File: src/rtl/seq_multiplier.sv
// Iterative radix-2 shift-add multiplier with a full 2*WIDTH-bit product.
// Signed operands are handled as magnitudes, and the sign is applied once the last iteration completes.
module seq_multiplier #(
  parameter int WIDTH = 8,
  parameter int CNT_W = $clog2(WIDTH + 1)
) (
  input  logic               clk,
  input  logic               rst,
  input  logic               in_valid,
  output logic               in_ready,
  input  logic [WIDTH-1:0]   a,
  input  logic [WIDTH-1:0]   b,
  input  logic               is_signed,
  output logic               out_valid,
  input  logic               out_ready,
  output logic [2*WIDTH-1:0] prod,
  output logic               busy
);

  typedef enum logic [1:0] {IDLE, CALC, DONE} state_t;

  state_t               state, state_nxt;
  logic [WIDTH-1:0]     mcand, mplier;
  logic [WIDTH-1:0]     a_mag, b_mag;
  logic [2*WIDTH-1:0]   acc, acc_step;
  logic [WIDTH:0]       upper_sum;
  logic [CNT_W-1:0]     cnt;
  logic                 neg, last, accept;

  // The most negative operand negates to 2^(WIDTH-1), which is still exact as an unsigned value.
  assign a_mag  = (is_signed & a[WIDTH-1]) ? -a : a;
  assign b_mag  = (is_signed & b[WIDTH-1]) ? -b : b;
  assign accept = in_valid & in_ready;
  assign last   = (cnt == CNT_W'(WIDTH - 1));

  // The add into the upper half keeps its carry, and that carry moves into the top bit on the shift.
  assign upper_sum = {1'b0, acc[2*WIDTH-1:WIDTH]} + (mplier[0] ? {1'b0, mcand} : '0);
  assign acc_step  = {upper_sum, acc[WIDTH-1:1]};

  always_ff @(posedge clk or posedge rst) begin
    if (rst) state <= IDLE;
    else     state <= state_nxt;
  end

  always_comb begin
    state_nxt = state;
    in_ready  = 1'b0;
    out_valid = 1'b0;
    busy      = 1'b0;
    case (state)
      IDLE: begin
        in_ready = ~rst;
        if (accept) state_nxt = CALC;
      end
      CALC: begin
        busy = 1'b1;
        if (last) state_nxt = DONE;
      end
      DONE: begin
        busy      = 1'b1;
        out_valid = 1'b1;
        if (out_ready) state_nxt = IDLE;
      end
      default: state_nxt = IDLE;
    endcase
  end

  always_ff @(posedge clk or posedge rst) begin
    if (rst) begin
      mcand  <= '0;
      mplier <= '0;
      acc    <= '0;
      cnt    <= '0;
      neg    <= 1'b0;
      prod   <= '0;
    end else begin
      case (state)
        IDLE: if (accept) begin
          mcand  <= a_mag;
          mplier <= b_mag;
          neg    <= is_signed & (a[WIDTH-1] ^ b[WIDTH-1]);
          acc    <= '0;
          cnt    <= '0;
        end
        CALC: begin
          acc    <= acc_step;
          mplier <= mplier >> 1;
          cnt    <= cnt + 1'b1;
          if (last) prod <= neg ? -acc_step : acc_step;
        end
        default: ;
      endcase
    end
  end

endmodule

File: config.mk
export PLATFORM = sky130hd
export DESIGN_NAME = seq_multiplier
export DESIGN_NICKNAME = d
export VERILOG_FILES = /design/src/rtl/seq_multiplier.sv
export SDC_FILE = /design/constraint.sdc
export NUM_CORES = 1
export LEC_CHECK = 0
export ABC_AREA = 1
export BUFFER_PORTS_ARGS = -buffer_cell sky130_fd_sc_hd__buf_2
export CAP_MARGIN = 20
export CORE_MARGIN = 5
export CORE_UTILIZATION = 55
export CTS_BUF_LIST = sky130_fd_sc_hd__clkbuf_8 sky130_fd_sc_hd__clkbuf_16
export CTS_CLUSTER_DIAMETER = 150
export DETAILED_ROUTE_END_ITERATION = 8
export PLACE_DENSITY = 0.72
export SYNTH_ARGS = -nofsm -noshare
export SYNTH_HDL_FRONTEND = slang
export SYNTH_SLANG_ARGS = --single-unit
export TNS_END_PERCENT = 50
File: constraint.sdc
create_clock -name clk -period 3 [get_ports clk]
set_input_delay 0.15 -clock clk [delete_from_list [all_inputs] [get_ports clk]]
set_output_delay 0.15 -clock clk [all_outputs]
set_load 0.02 [all_outputs]
## Yosys cells after proc, flatten, opt, wreduce, memory -nomap -nowiden

Index checks and enable logic that the tools add are counted.

- Output and inout port bits: 19
- Register bits: 55
- Logic and storage cells: 48
- Input bits: 21

- $add $sub $neg: 5
- Bitwise logic cells: 6
- Equality and inequality tests: 6
- Reduce and logical (&&, ||, !) cells: 7
- Multiplexer cells: 17

Operator list:

| kind | number |
|---|---|
| two-way mux 16 bit | 2 |
| two-way mux 8 bit | 4 |
| case mux 16 bit (2 select lines) | 1 |
| negation 16 bit | 1 |
| negation 8 bit | 2 |
| case mux 8 bit (2 select lines) | 1 |
| adder 8 x 8 -> 9 bit | 1 |
| case mux 4 bit (2 select lines) | 1 |
| two-way mux 2 bit | 3 |
| inequality test 2 bit (second input constant) | 3 |
| case mux 2 bit (3 select lines) | 1 |
| AND reduction 2 bit | 3 |
| adder 4 x 1 -> 4 bit (second input constant) | 1 |
| AND 1 bit | 4 |
| equality test 4 x 3 -> 1 bit (second input constant) | 1 |
| two-way mux 4 bit | 1 |
| two-way mux 1 bit | 3 |
| AND reduction 3 bit | 1 |
| equality test 2 x 1 -> 1 bit (second input constant) | 1 |
| equality test 2 bit (second input constant) | 1 |
| zero test 2 bit | 1 |
| nonzero test 2 bit | 1 |
| OR reduction 2 bit | 1 |
| NOT 1 bit | 1 |
| XOR 1 bit | 1 |

## Longest topological paths before layout

- Word-level depth: 5
- Gate-level depth with buffers: 17
- Gate-level depth less buffers: 16

## Worst setup path after synthesis

No wires, ideal clock.

- Kind: register to register
- From: register mplier[0]
- To: register prod[10]
- Stages on the path, launching flop included: 12
- Setup slack: 0.802 ns
- Data required time: 2.883 ns
- Path buffers: 1
- Data arrival time: 2.081 ns
- Period minus slack after synthesis: 2.198 ns
- Cells stage by stage: dfrtp_1 -> clkbuf_1 -> nand2_1 -> inv_1 -> ha_1 -> fa_1 -> xor2_2 -> nor3_1 -> or2_1 -> or2_0 -> nand3_1 -> nand2_1

- Cells in the longest elaborated chain, start to end: 4

RTL lines:

| item | RTL line | text |
|---|---|---|
| from (decl) | 23 | `logic [WIDTH-1:0] mcand, mplier;` |
| from (signal assigned) | 80 | `mplier <= b_mag;` |
| from (signal assigned) | 87 | `mplier <= mplier >> 1;` |
| two-way mux 8 bit * | 37 | `assign upper_sum = {1'b0, acc[2*WIDTH-1:WIDTH]} + (mplier[0] ? {1'b0, mcand} : '0);` |
| adder 8 x 8 -> 9 bit * | 37 |  |
| negation 16 bit | 89 | `if (last) prod <= neg ? -acc_step : acc_step;` |
| two-way mux 16 bit * | 89 |  |
| to (signal assigned) | 89 |  |
| to (decl) | 16 | `output logic [2*WIDTH-1:0] prod,` |

Mark *: on every way between the ends. The rest lies on a longest branch, timed or not.
A chain may end at the register's enable or synchronous reset.

## Final worst setup path

- From: register mplier[0]
- To: register prod[15]

The elaborated chain is that of the path after synthesis.

==> impl_results.md <==
* Status: complete, no violations
* Setup WS pre-CTS at around 0.68 ns
* Area leader, netlist: dfrtp_1
* Number of hold buffers added after cts at 1
* Final Core Density at between 60 and 70%
* Die height at 86.5 um
* Synth Flop Type: dfrtp_1
* Synthesized Nets at ~460
* Wire per inst at roughly 12 um
* Setup TNS at 0 ns
* Synthesis-to-layout area growth at 12.6%
* Top cell by count, worst path: nand2_1
* Routed Antenna Nets at 0
* Pin count of the biggest net entering global routing at 35
* Endpoints failing hold at 0
* Dpl hpwl at 4.95 mm
* Worst-Skew Late Latency at between 0.3 and 0.4 ns
* CTS tree: done
* RSZ-0062 raised after global routing: false
* CP delay by family, top: simple AND/OR/NAND/NOR gates
* DIE AREA at ~7500 um2
* Fin crit share at 78.3%
* Initial antenna violation count at 0
* Initial core utilization at 57.3%
* Max FO, Critical Path at 9
* Global-route wire length before repair at 11.5 mm
* Pre-antenna DRT Iters at 4
* Post-synth top cells: nand2_1 (130), dfrtp_1 (54), inv_1 (39)
* Worst clock skew at between 0.01 and 0.015 ns
* Final Setup Violations at 0
* Ys async rst share at 100%
* Worst Max-Slew Pin Slew at between 0.5 and 0.6 ns
* Vias per cell at about 5.1
* Area fraction of the dominant cell type after synthesis at 42.0%
* Worst hold path class: in -> reg
* Resized cells post-CTS at 0
* Count leader, synth: nand2_1
* Setup WS post-layout at approximately 0.65 ns
* Ratio of cells with drive above 1 in the final layout at 16.8%
* Final slew viol count at 0
* Io pins at 40
* Mean post-synth cell area at between 7 and 8 um2
* Htree depth at 2
* Clock Tree Buf Depth at 2
* Vias in the first global route at between 2,000 and 3,000
* # clock sinks at 54
* # nets final at approximately 500
* Row count at 27
* WHS at around 0.11 ns
* Syn. warnings at 0
* Core ar. at 5610 um2
* CP Data Required Time at approximately 3.2 ns
* Clock Tree Root: clkbuf_8
* Critical-path cell list: nand2_1 -> inv_1 -> ha_1 -> fa_1 -> nor3_1 -> nand2_1 -> nor2_1 -> nand3_2 -> nand2_1 -> nand3_1 -> nand3_1 -> nand2_1
* Total track usage at a little under a fifth
* Congestion Overflow GR at 0
* Critical Path AT at 2.55 ns
* PortBufs at 39
* FMAX at 0.426 GHz
* Synth Register Bits at 54
* Placer Congestion at roughly 0.81
* Unique cell type count in the Yosys netlist at 33
* Max_cap viols at 0
* Post-route cell area at approximately 3600 um2
* Mapped Cells at 423
* Crit path capture type: flop
* Placement Cell Area at between 3000 and 4000 um2
* Post-CTS Setup Bufs at 0
* Ranking of synthesized cells by area: dfrtp_1 (42%), nand2_1 (15%), ha_1 (6.2%)
* CP startpoint kind: flop
* Routed WL at 6.43 mm
* Clock Pin Slew Worst Setup and Hold Paths at ~0.090 ns
* PD cells at 1120 nW/um2
* Netlist Area Pre-Place at 3220 um2
* Max transition margin at between 60 and 70%
* TritonCTS Buffers at 5
* WP buf/inv at 1
* Die X at around 86 um
* R2R setup slack at 0.65 ns
* CP max stage delay at 0.54 ns
* DRC at 0
* Post-synth EDFFs at 0
* Setup Crit Path Kind: reg -> reg
* Via count at approximately 2,800
* VDD IR max at slightly below 0.5 mV
* Leakage at about 2.0 nW
* Seq/Total Area, Yosys at between 40% and 50%
* Tmin final at around 2.3 ns
* Initial drt markers at ~120
* Slowest CP cell: fa_1
* ANT cells at 0
## power by group
group	leakage, nW	internal [mW]	switching (mW)
registers	0.682	1.06	0.224
clock network	0.0585	0.250	0.240
logic	1.23	0.793	1.48
## sequential cells by signal, indices dropped and copies added, names as in the netlist
signal,count
state,2
mcand,8
acc,15
neg,1
mplier,8
prod,16
cnt,4
## tightest hold or removal path, cell delays in order
cell and delay (ns):
buf_2 0.11, nand2_1 0.06, o21ai_1 0.06
## cell type report
type                            count  area (um2)
Clock inverter                      3        43.8
Inverter                           55         206
Clock buffer                        5        68.8
Sequential cell                    54        1350
Fill cell                         533        1990
Multi-Input combinational cell    305        1620
Timing Repair Buffer               43         240
Tap cell                           72        90.1
## metal layers
layer / part of all wire [%] / track usage (%) / routed length [um]
met2: 47 / 32.3 / 3020
met4: 0.53 / 5.81 / 34
met3: 4.4 / 3.42 / 284
met5: 0 / 0 / 0
met1: 48 / 24.2 / 3100
## cell usage in the layout, fill, tap and decap left out, types with 2 or more instances in the layout
cell type	synthesis	routed
inv_1	39	38
nand2_2	5	5
o22ai_1	7	7
o211ai_1	4	4
nor3_1	5	5
ha_1	16	16
nand2_1	130	130
a21oi_1	13	13
clkbuf_8	0	5
dfrtp_1	54	54
nand4_1	3	3
inv_2	15	16
a31oi_1	3	3
nor2_4	3	3
or2_1	2	2
xor2_1	13	13
o21ai_1	26	26
buf_2	3	39
nand3b_1	3	3
nand3_1	24	24
buf_4	0	2
o21ai_0	19	19
nor2_1	19	19
## logic make-up (layout without fill, tap and decap cells)
kind of cell	Yosys count	count (layout)	share of synthesized area, %
AOI/OAI and AO/OA	74	74	12.4
buffers and inverters	64	106	7.59
and+or+nand+nor	199	199	26.8
adders and majority gates	17	17	6.85
xor gates and xnor gates	15	15	4.32
DFF	54	54	42.0
## stage by stage
stage / power [mW] / instances
2_1_floorplan: 3.03 / 423
3_3_place_gp: 3.52 / 527
3_5_place_dp: 3.58 / 528
4_1_cts: 4.08 / 537
5_1_grt: 4.46 / 537
6_report: 4.05 / 537
## worst paths after layout
check	cells after the start	endpoint	startpoint
setup reg to reg	12	prod[15]$_DFFE_PP0P_	mplier[0]$_DFFE_PP0P_
hold reg to reg	2	prod[15]$_DFFE_PP0P_	prod[15]$_DFFE_PP0P_
setup / recovery	12	prod[15]$_DFFE_PP0P_	mplier[0]$_DFFE_PP0P_
min in group asynchronous	3	prod[7]$_DFFE_PP0P_	rst
hold / removal	3	mplier[7]$_DFFE_PP0P_	b[7]
max in group asynchronous	4	prod[1]$_DFFE_PP0P_	rst
No activity file was read; power rests on OpenSTA's default activity.
